## src/rtl/pipe_pkg.sv

```systemverilog
// Shared constants and stage payload types for the MIPS pipeline registers.
package pipe_pkg;

    // All-zero word decodes as sll $0,$0,0, i.e. a NOP.
    localparam logic [31:0] NOP_INSTR      = 32'h0000_0000;
    localparam logic [31:0] PIPE_RST_VAL   = NOP_INSTR;
    localparam logic [31:0] PIPE_FLUSH_VAL = NOP_INSTR;

    // F/D payload
    typedef struct packed {
        logic [31:0] instr;
        logic [31:0] pc_plus4;
    } ctrl_d_t;

    // D/E payload
    typedef struct packed {
        logic [3:0]  alu_op;
        logic        alu_src;
        logic        reg_dst;
        logic        reg_write;
        logic        mem_read;
        logic        mem_write;
        logic        mem_to_reg;
        logic [31:0] rs_val;
        logic [31:0] rt_val;
        logic [31:0] imm;
        logic [4:0]  rt;
        logic [4:0]  rd;
    } ctrl_e_t;

    // E/M payload
    typedef struct packed {
        logic        reg_write;
        logic        mem_read;
        logic        mem_write;
        logic        mem_to_reg;
        logic [31:0] alu_res;
        logic [31:0] store_val;
        logic [4:0]  wr_reg;
    } ctrl_m_t;

    // M/W payload
    typedef struct packed {
        logic        reg_write;
        logic        mem_to_reg;
        logic [31:0] alu_res;
        logic [31:0] load_val;
        logic [4:0]  wr_reg;
    } ctrl_w_t;

endpackage

```

## src/rtl/pipe_skid_buf.sv

```systemverilog
// One-entry skid buffer for pipe_stage_reg. Only built when PIPE_STAGE_SKID_EN is defined.
// Priority: clear > load > pop.
`ifdef PIPE_STAGE_SKID_EN
module pipe_skid_buf
    import pipe_pkg::*;
#(
    parameter int unsigned WIDTH = 32
) (
    input  logic             clk_i,
    input  logic             rst_i,
    input  logic             load_i,
    input  logic             pop_i,
    input  logic             clear_i,
    input  logic [WIDTH-1:0] data_i,
    output logic             valid_o,
    output logic [WIDTH-1:0] data_o
);

    logic             valid_q, valid_d;
    logic [WIDTH-1:0] data_q, data_d;

    // Next-state for the single parked entry.
    always_comb begin
        valid_d = valid_q;
        data_d  = data_q;
        if (clear_i) begin
            valid_d = 1'b0;
        end else if (load_i) begin
            valid_d = 1'b1;
            data_d  = data_i;
        end else if (pop_i) begin
            valid_d = 1'b0;
        end
    end

    // Entry register, async reset.
    always_ff @(posedge clk_i or posedge rst_i) begin
        if (rst_i) begin
            valid_q <= 1'b0;
            data_q  <= '0;
        end else begin
            valid_q <= valid_d;
            data_q  <= data_d;
        end
    end

    assign valid_o = valid_q;
    assign data_o  = data_q;

endmodule
`endif

```

## src/rtl/pipe_stage_reg.sv

```systemverilog
// Pipeline stage register with valid/ready handshake, hazard stall/flush and a saturating
// bubble counter. Define PIPE_STAGE_SKID_EN to add a one-entry skid buffer that removes the
// combinational out_ready -> in_ready path.
module pipe_stage_reg
    import pipe_pkg::*;
#(
    parameter int unsigned      WIDTH     = 32,
    parameter logic [WIDTH-1:0] RST_VAL   = WIDTH'(PIPE_RST_VAL),
    parameter logic [WIDTH-1:0] FLUSH_VAL = WIDTH'(PIPE_FLUSH_VAL),
    parameter int unsigned      CNT_W     = 16
) (
    input  logic             clk_i,
    input  logic             rst_i,
    input  logic             flush_i,
    input  logic             stall_i,
    input  logic             in_valid_i,
    output logic             in_ready_o,
    input  logic [WIDTH-1:0] in_data_i,
    output logic             out_valid_o,
    input  logic             out_ready_i,
    output logic [WIDTH-1:0] out_data_o,
    output logic [CNT_W-1:0] bubble_cnt_o
);

    logic             valid_q, valid_d;
    logic [WIDTH-1:0] data_q, data_d;
    logic [CNT_W-1:0] bub_q, bub_d;
    logic             in_fire, out_fire;

    // Stall masks the output so nothing leaves a frozen stage.
    assign out_valid_o = valid_q & ~stall_i;
    assign in_fire     = in_valid_i & in_ready_o;
    assign out_fire    = out_valid_o & out_ready_i;

`ifdef PIPE_STAGE_SKID_EN
    logic             skid_valid;
    logic             skid_load, skid_pop;
    logic [WIDTH-1:0] skid_data;

    pipe_skid_buf #(
        .WIDTH (WIDTH)
    ) u_skid (
        .clk_i   (clk_i),
        .rst_i   (rst_i),
        .load_i  (skid_load),
        .pop_i   (skid_pop),
        .clear_i (flush_i),
        .data_i  (in_data_i),
        .valid_o (skid_valid),
        .data_o  (skid_data)
    );

    // Flush always drains upstream; otherwise accept while the skid slot is free.
    assign in_ready_o = flush_i | (~stall_i & ~skid_valid);

    // Main-entry next state; skid refills main before any new payload is taken.
    always_comb begin
        valid_d   = valid_q;
        data_d    = data_q;
        skid_load = 1'b0;
        skid_pop  = 1'b0;
        if (flush_i) begin
            valid_d = 1'b0;
            data_d  = FLUSH_VAL;
        end else if (!stall_i) begin
            if (out_fire && skid_valid) begin
                data_d   = skid_data;
                skid_pop = 1'b1;
            end else if (in_fire && valid_q && !out_fire) begin
                skid_load = 1'b1;
            end else if (in_fire) begin
                valid_d = 1'b1;
                data_d  = in_data_i;
            end else if (out_fire) begin
                valid_d = 1'b0;
            end
        end
    end
`else
    // Flush always drains upstream; otherwise accept when empty or emptying this cycle.
    assign in_ready_o = flush_i | (~stall_i & (~valid_q | out_ready_i));

    // Single-entry next state: flush > stall > load > drain.
    always_comb begin
        valid_d = valid_q;
        data_d  = data_q;
        if (flush_i) begin
            valid_d = 1'b0;
            data_d  = FLUSH_VAL;
        end else if (!stall_i) begin
            if (in_fire) begin
                valid_d = 1'b1;
                data_d  = in_data_i;
            end else if (out_fire) begin
                valid_d = 1'b0;
            end
        end
    end
`endif

    // Bubble counter: count cycles with no valid output, stick at all-ones.
    always_comb begin
        bub_d = bub_q;
        if (!out_valid_o && (bub_q != '1)) begin
            bub_d = bub_q + CNT_W'(1);
        end
    end

    // Stage state registers, async reset.
    always_ff @(posedge clk_i or posedge rst_i) begin
        if (rst_i) begin
            valid_q <= 1'b0;
            data_q  <= RST_VAL;
            bub_q   <= '0;
        end else begin
            valid_q <= valid_d;
            data_q  <= data_d;
            bub_q   <= bub_d;
        end
    end

    assign out_data_o   = data_q;
    assign bubble_cnt_o = bub_q;

endmodule

```

## config.mk

```make
export PLATFORM = sky130hd
export DESIGN_NAME = pipe_stage_reg
export DESIGN_NICKNAME = d
export VERILOG_FILES = /design/src/rtl/pipe_pkg.sv /design/src/rtl/pipe_skid_buf.sv /design/src/rtl/pipe_stage_reg.sv
export SDC_FILE = /design/constraint.sdc
export NUM_CORES = 1
export LEC_CHECK = 0
export CORE_MARGIN = 3
export CORE_UTILIZATION = 40
export DETAILED_ROUTE_END_ITERATION = 10
export PLACE_DENSITY = 0.85
export SYNTH_ARGS = -nofsm -noshare
export SYNTH_HDL_FRONTEND = slang
export SYNTH_HIERARCHICAL = 1
export SYNTH_SLANG_ARGS = --single-unit
```

## constraint.sdc

```tcl
create_clock -name clk_i -period 3.1 [get_ports clk_i]
set_clock_uncertainty 0.1 [all_clocks]
set_input_delay 0.93 -clock clk_i [delete_from_list [all_inputs] [get_ports clk_i]]
set_output_delay 0.93 -clock clk_i [all_outputs]
set_load 0.01 [all_outputs]
```

# Word-level counts from Yosys, hierarchy flattened
# Index checks and enable logic that the tools add are counted.
dict set report word_totals {
  regBits 49
  word_cells 27
  inputBits 38
  out_inout_bits 50
}
dict set report op_classes {
  n_eq_ne 2
  n_mux 7
  n_reduce_logical 6
  add_sub_neg 1
  bitwise_logic 8
}
# operator count
set ops {}
lappend ops {{32-bit 2-to-1 mux} 3}
lappend ops {{16-bit by 1-bit adder with 16-bit output (second input constant)} 1}
lappend ops {{16-bit != test (second input constant)} 1}
lappend ops {{1-bit AND} 4}
lappend ops {{1-bit 2-to-1 mux} 4}
lappend ops {{2-bit AND reduction} 2}
lappend ops {{3-bit nonzero test} 1}
lappend ops {{2-bit != test (second input constant)} 1}
lappend ops {{1-bit inverter} 2}
lappend ops {{1-bit bitwise OR} 2}
lappend ops {{2-bit nonzero test} 1}
lappend ops {{1-bit logical AND} 1}
lappend ops {{1-bit logical NOT} 1}

# Longest topological paths before layout
dict set report depth {
  ltp_word 8
  ltp_mapped 5
  ltp_nobuf 5
}

# Worst setup path after synthesis
# OpenSTA, ideal clock, no wires.
dict set report synth_path {
  path_type {input to output}
  startpoint {input port stall_i}
  endpoint {output port out_valid_o}
  path_stages 2
  path_slack_ns 0.854
  required_ns 2.070
  path_buffers 0
  t_arrival_ns 1.216
  path_cell_list {nand2b_1 inv_2}
}
dict set report synth_via {
  elab_chain_cells 2
}
# item line
set synth_rtl {}
lappend synth_rtl {{from (decl)} pipe_stage_reg.sv:15} ;# input logic stall_i,
lappend synth_rtl {{1-bit inverter} pipe_stage_reg.sv:31} ;# assign out_valid_o = valid_q & ~stall_i;
lappend synth_rtl {{1-bit AND} pipe_stage_reg.sv:31}
lappend synth_rtl {{to (decl)} pipe_stage_reg.sv:19} ;# output logic out_valid_o,
# Every way passes these cells.

# Worst setup path after layout
# Same ends and word-level chain as after synthesis.

==> metrics.md <==
| Metric | Value |
|---|---|
| MaxCap Viol Count | 0 |
| Die area | 5960 um2 |
| Chip width | 77.2 um |
| Root Driver | clkbuf_8 |
| Worst Hold Class | register to register |
| F_max | 335 MHz |
| Core Util, Final | 0.648 |
| Final Cycle Share | 0.964 |
| RSZ-0062 raised after global routing | no |
| Final wirelength | just under 5 mm |
| Initial Util | 0.421 |
| Final hold slack | 0.412 ns |
| Headroom to the max-slew limit | 0.626 |
| Syn Nets | 199 |
| Cell variety after synth | 30 |
| Post-CTS Resized | 3 |
| CP Max Fanout | 5 |
| Sink Count | 49 |
| Post-route cell area | roughly 3100 um2 |
| Syn Std Cell Area | 2030 um2 |
| Largest net degree at the start of global routing | 33 |
| CTS Hold Bufs | 0 |
| Initial DRC Count | 59 |
| Overflow after GRT | 0 |
| Status | complete, no violations |
| Critical path type | input port to primary output |
| Most common cell after layout, fill and taps aside | clkdlybuf4s50_1 |
| CTS Buf Count | 5 |
| Worst r2r src | bubble_cnt_o[0] |
| Dpl cell area | 3040 um2 |
| Number of global-route vias before repair | 1809 |
| Synthesized instance count | 160 |
| Clock tree buffer depth | 2 |
| Critical path's top delay family | buffers and inverters |
| GPL Wtd Cong | 0.831 |
| Peak supply drop | 336 uV |
| Slew Limit Fails | 0 |
| Number of flops mapped to enable cells by yosys | 0 |
| Pleak | 1.35 nW |
| Final setup vio count | 0 |
| Hold path startpoint | out_data_o[27] |
| DR DRC count | 0 |
| Fin worst setup slack | roughly 0.11 ns |
| Final min period | 2.99 ns |
| Setup bufs post-CTS | 0 |
| Vias | ~1700 |
| DR vias/cell | 5.21 |
| IO Port Bufs | between 80 and 90 |
| Sequential cell area fraction in the yosys report | 0.605 |
| Final antenna-violating net count | 0 |
| Most frequent cells in the layout | clkdlybuf4s50_1 (85), dfrtp_1 (49), a22o_1 (32) |
| Area grow syn2layout | 54.0% |
| Worst Path Arrival | a little under 2 ns |
| Top_reg_cell synth | dfrtp_1 |
| Syn Area/Cell | 12.7 um2 |
| Synthesis-stage register bit count | 49 |
| Slowest-stage cell, CP | clkdlybuf4s50_1 |
| CP Cell Sequence | dlygate4sd2_1, nand2b_4, inv_2, clkdlybuf4s50_1 |
| Initial antenna violation count | 0 |
| Setup crit start | stall_i |
| Layout cells sized above 1 | 0.113 |
| PwrDens | a little under 500 nW/um2 |
| Die Y | 77.2 um |
| Clk slew on worst S/H paths | 0.09 ns |
| Antenna Diode Count | 0 |
| Crit path required time | 2.07 ns |
| Nature of the critical path endpoint | primary output |
| Wire per inst | 15.2 um |
| DP Wirelength | 3.65 mm |
| First-pass GRT wire length | 8.35 mm |
| GRT Overall Usage | 0.174 |
| Total Nets Final | just under 300 |
| Worst slack, placed | -0.222 ns |
| Core ar. | roughly 4800 um2 |
| Rows | 25 |
| Startpoint Class | input port |
| CTS tree | yes |
| H-tree depth | 2 |
| Tightest Pin Transition | 0.561 ns |
| CP max stage delay | 0.53 ns |
| Worst skew pair latency | 0.29 ns |
| Yosys warnings | 6 |
| Drt first pass iters | 4 |
| Count of final hold-check violations | 0 |
| FFs w/ async S/R, synth | 1.00 |
| Worst path bufs/invs | 3 |
| I/O pin count | 88 |
worst reg2reg max path, stage by stage, from the launching register on:
cell	delay, ns
dfrtp_1	0.42
ha_1	0.23
nand4_1	0.21
nor4_4	0.42
nor2_1	0.13
mux2_2	0.29
logic make-up (layout without fill, tap and decap cells):
logic type / after synthesis / count (layout) / synth area share
compound gates: 54 / 54 / 0.204
flops: 49 / 49 / 0.605
simple gates: 38 / 38 / 0.126
buf+inv: 11 / 107 / 0.0241
mux: 4 / 4 / 0.0222
xor+xnor: 3 / 3 / 0.0130
fa+ha+maj: 1 / 1 / 0.00617
worst paths after layout:
check / end / cells past startpoint / slack (ns)
max: out_valid_o / 4 / 0.11
min: out_data_o[27] / 1 / 0.41
max reg2reg: bubble_cnt_o[1] / 5 / 1.20
min reg2reg: out_data_o[27] / 1 / 0.41
max in group asynchronous: out_data_o[30] / 3 / 1.48
min in group asynchronous: out_data_o[19] / 2 / 0.91
power breakdown:
part / leakage [nW] / internal (mW) / switching [mW]
registers: 0.660 / 0.698 / 0.0847
clock network: 0.0443 / 0.177 / 0.198
logic: 0.646 / 0.211 / 0.157
total: 1.35 / 1.09 / 0.439
layout make-up:
| type | count | area (um2) |
|---|---|---|
| fill | 394 | 1690 |
| multi-input combinational | 100 | 771 |
| tap | 67 | 83.8 |
| timing repair buffer | 95 | 937 |
| sequential | 49 | 1230 |
| inverter | 5 | 18.8 |
| clock buffer | 7 | 86.3 |
cell usage after synthesis (all sizes together) (2+ instances only):
cell,count,area share
xor2,3,0.013
dfrtp,49,0.60
nand2b,3,0.0093
a41oi,2,0.0086
nor2,3,0.0056
o21bai,2,0.0074
o21ai,6,0.015
nand4,7,0.029
inv,5,0.0092
a21oi,9,0.022
mux2,4,0.022
nor4,6,0.029
a22o,32,0.14
nor3,7,0.017
buf,6,0.015
nand2,6,0.011
per-layer routing:
layer | vias up | part of all wire | global-route usage
met3 | 2 | 0.11 | 0.0751
met2 | 75 | 0.45 | 0.269
met1 | 804 | 0.43 | 0.221
met4 | 0 | 0.0067 | 0.0534
li1 | 803 | - | -
met5 | - | 0 | 0
flip-flops by register name (all words and copies together) (netlist names):
register,count
bubble_cnt_o,16
out_data_o,32
valid_q,1
per-stage QoR:
| stage | power, mW | TNS, ns | cells |
|---|---|---|---|
| global route | 1.61 | 0 | 323 |
| finish | 1.53 | 0 | 323 |
| detailed placement | 1.17 | -0.397 | 316 |
| global placement | 1.15 | -0.371 | 316 |
| floorplan | 0.938 | 0 | 160 |
| CTS | 1.54 | 0 | 323 |
Note: power is estimated with default switching activity, not from simulation.
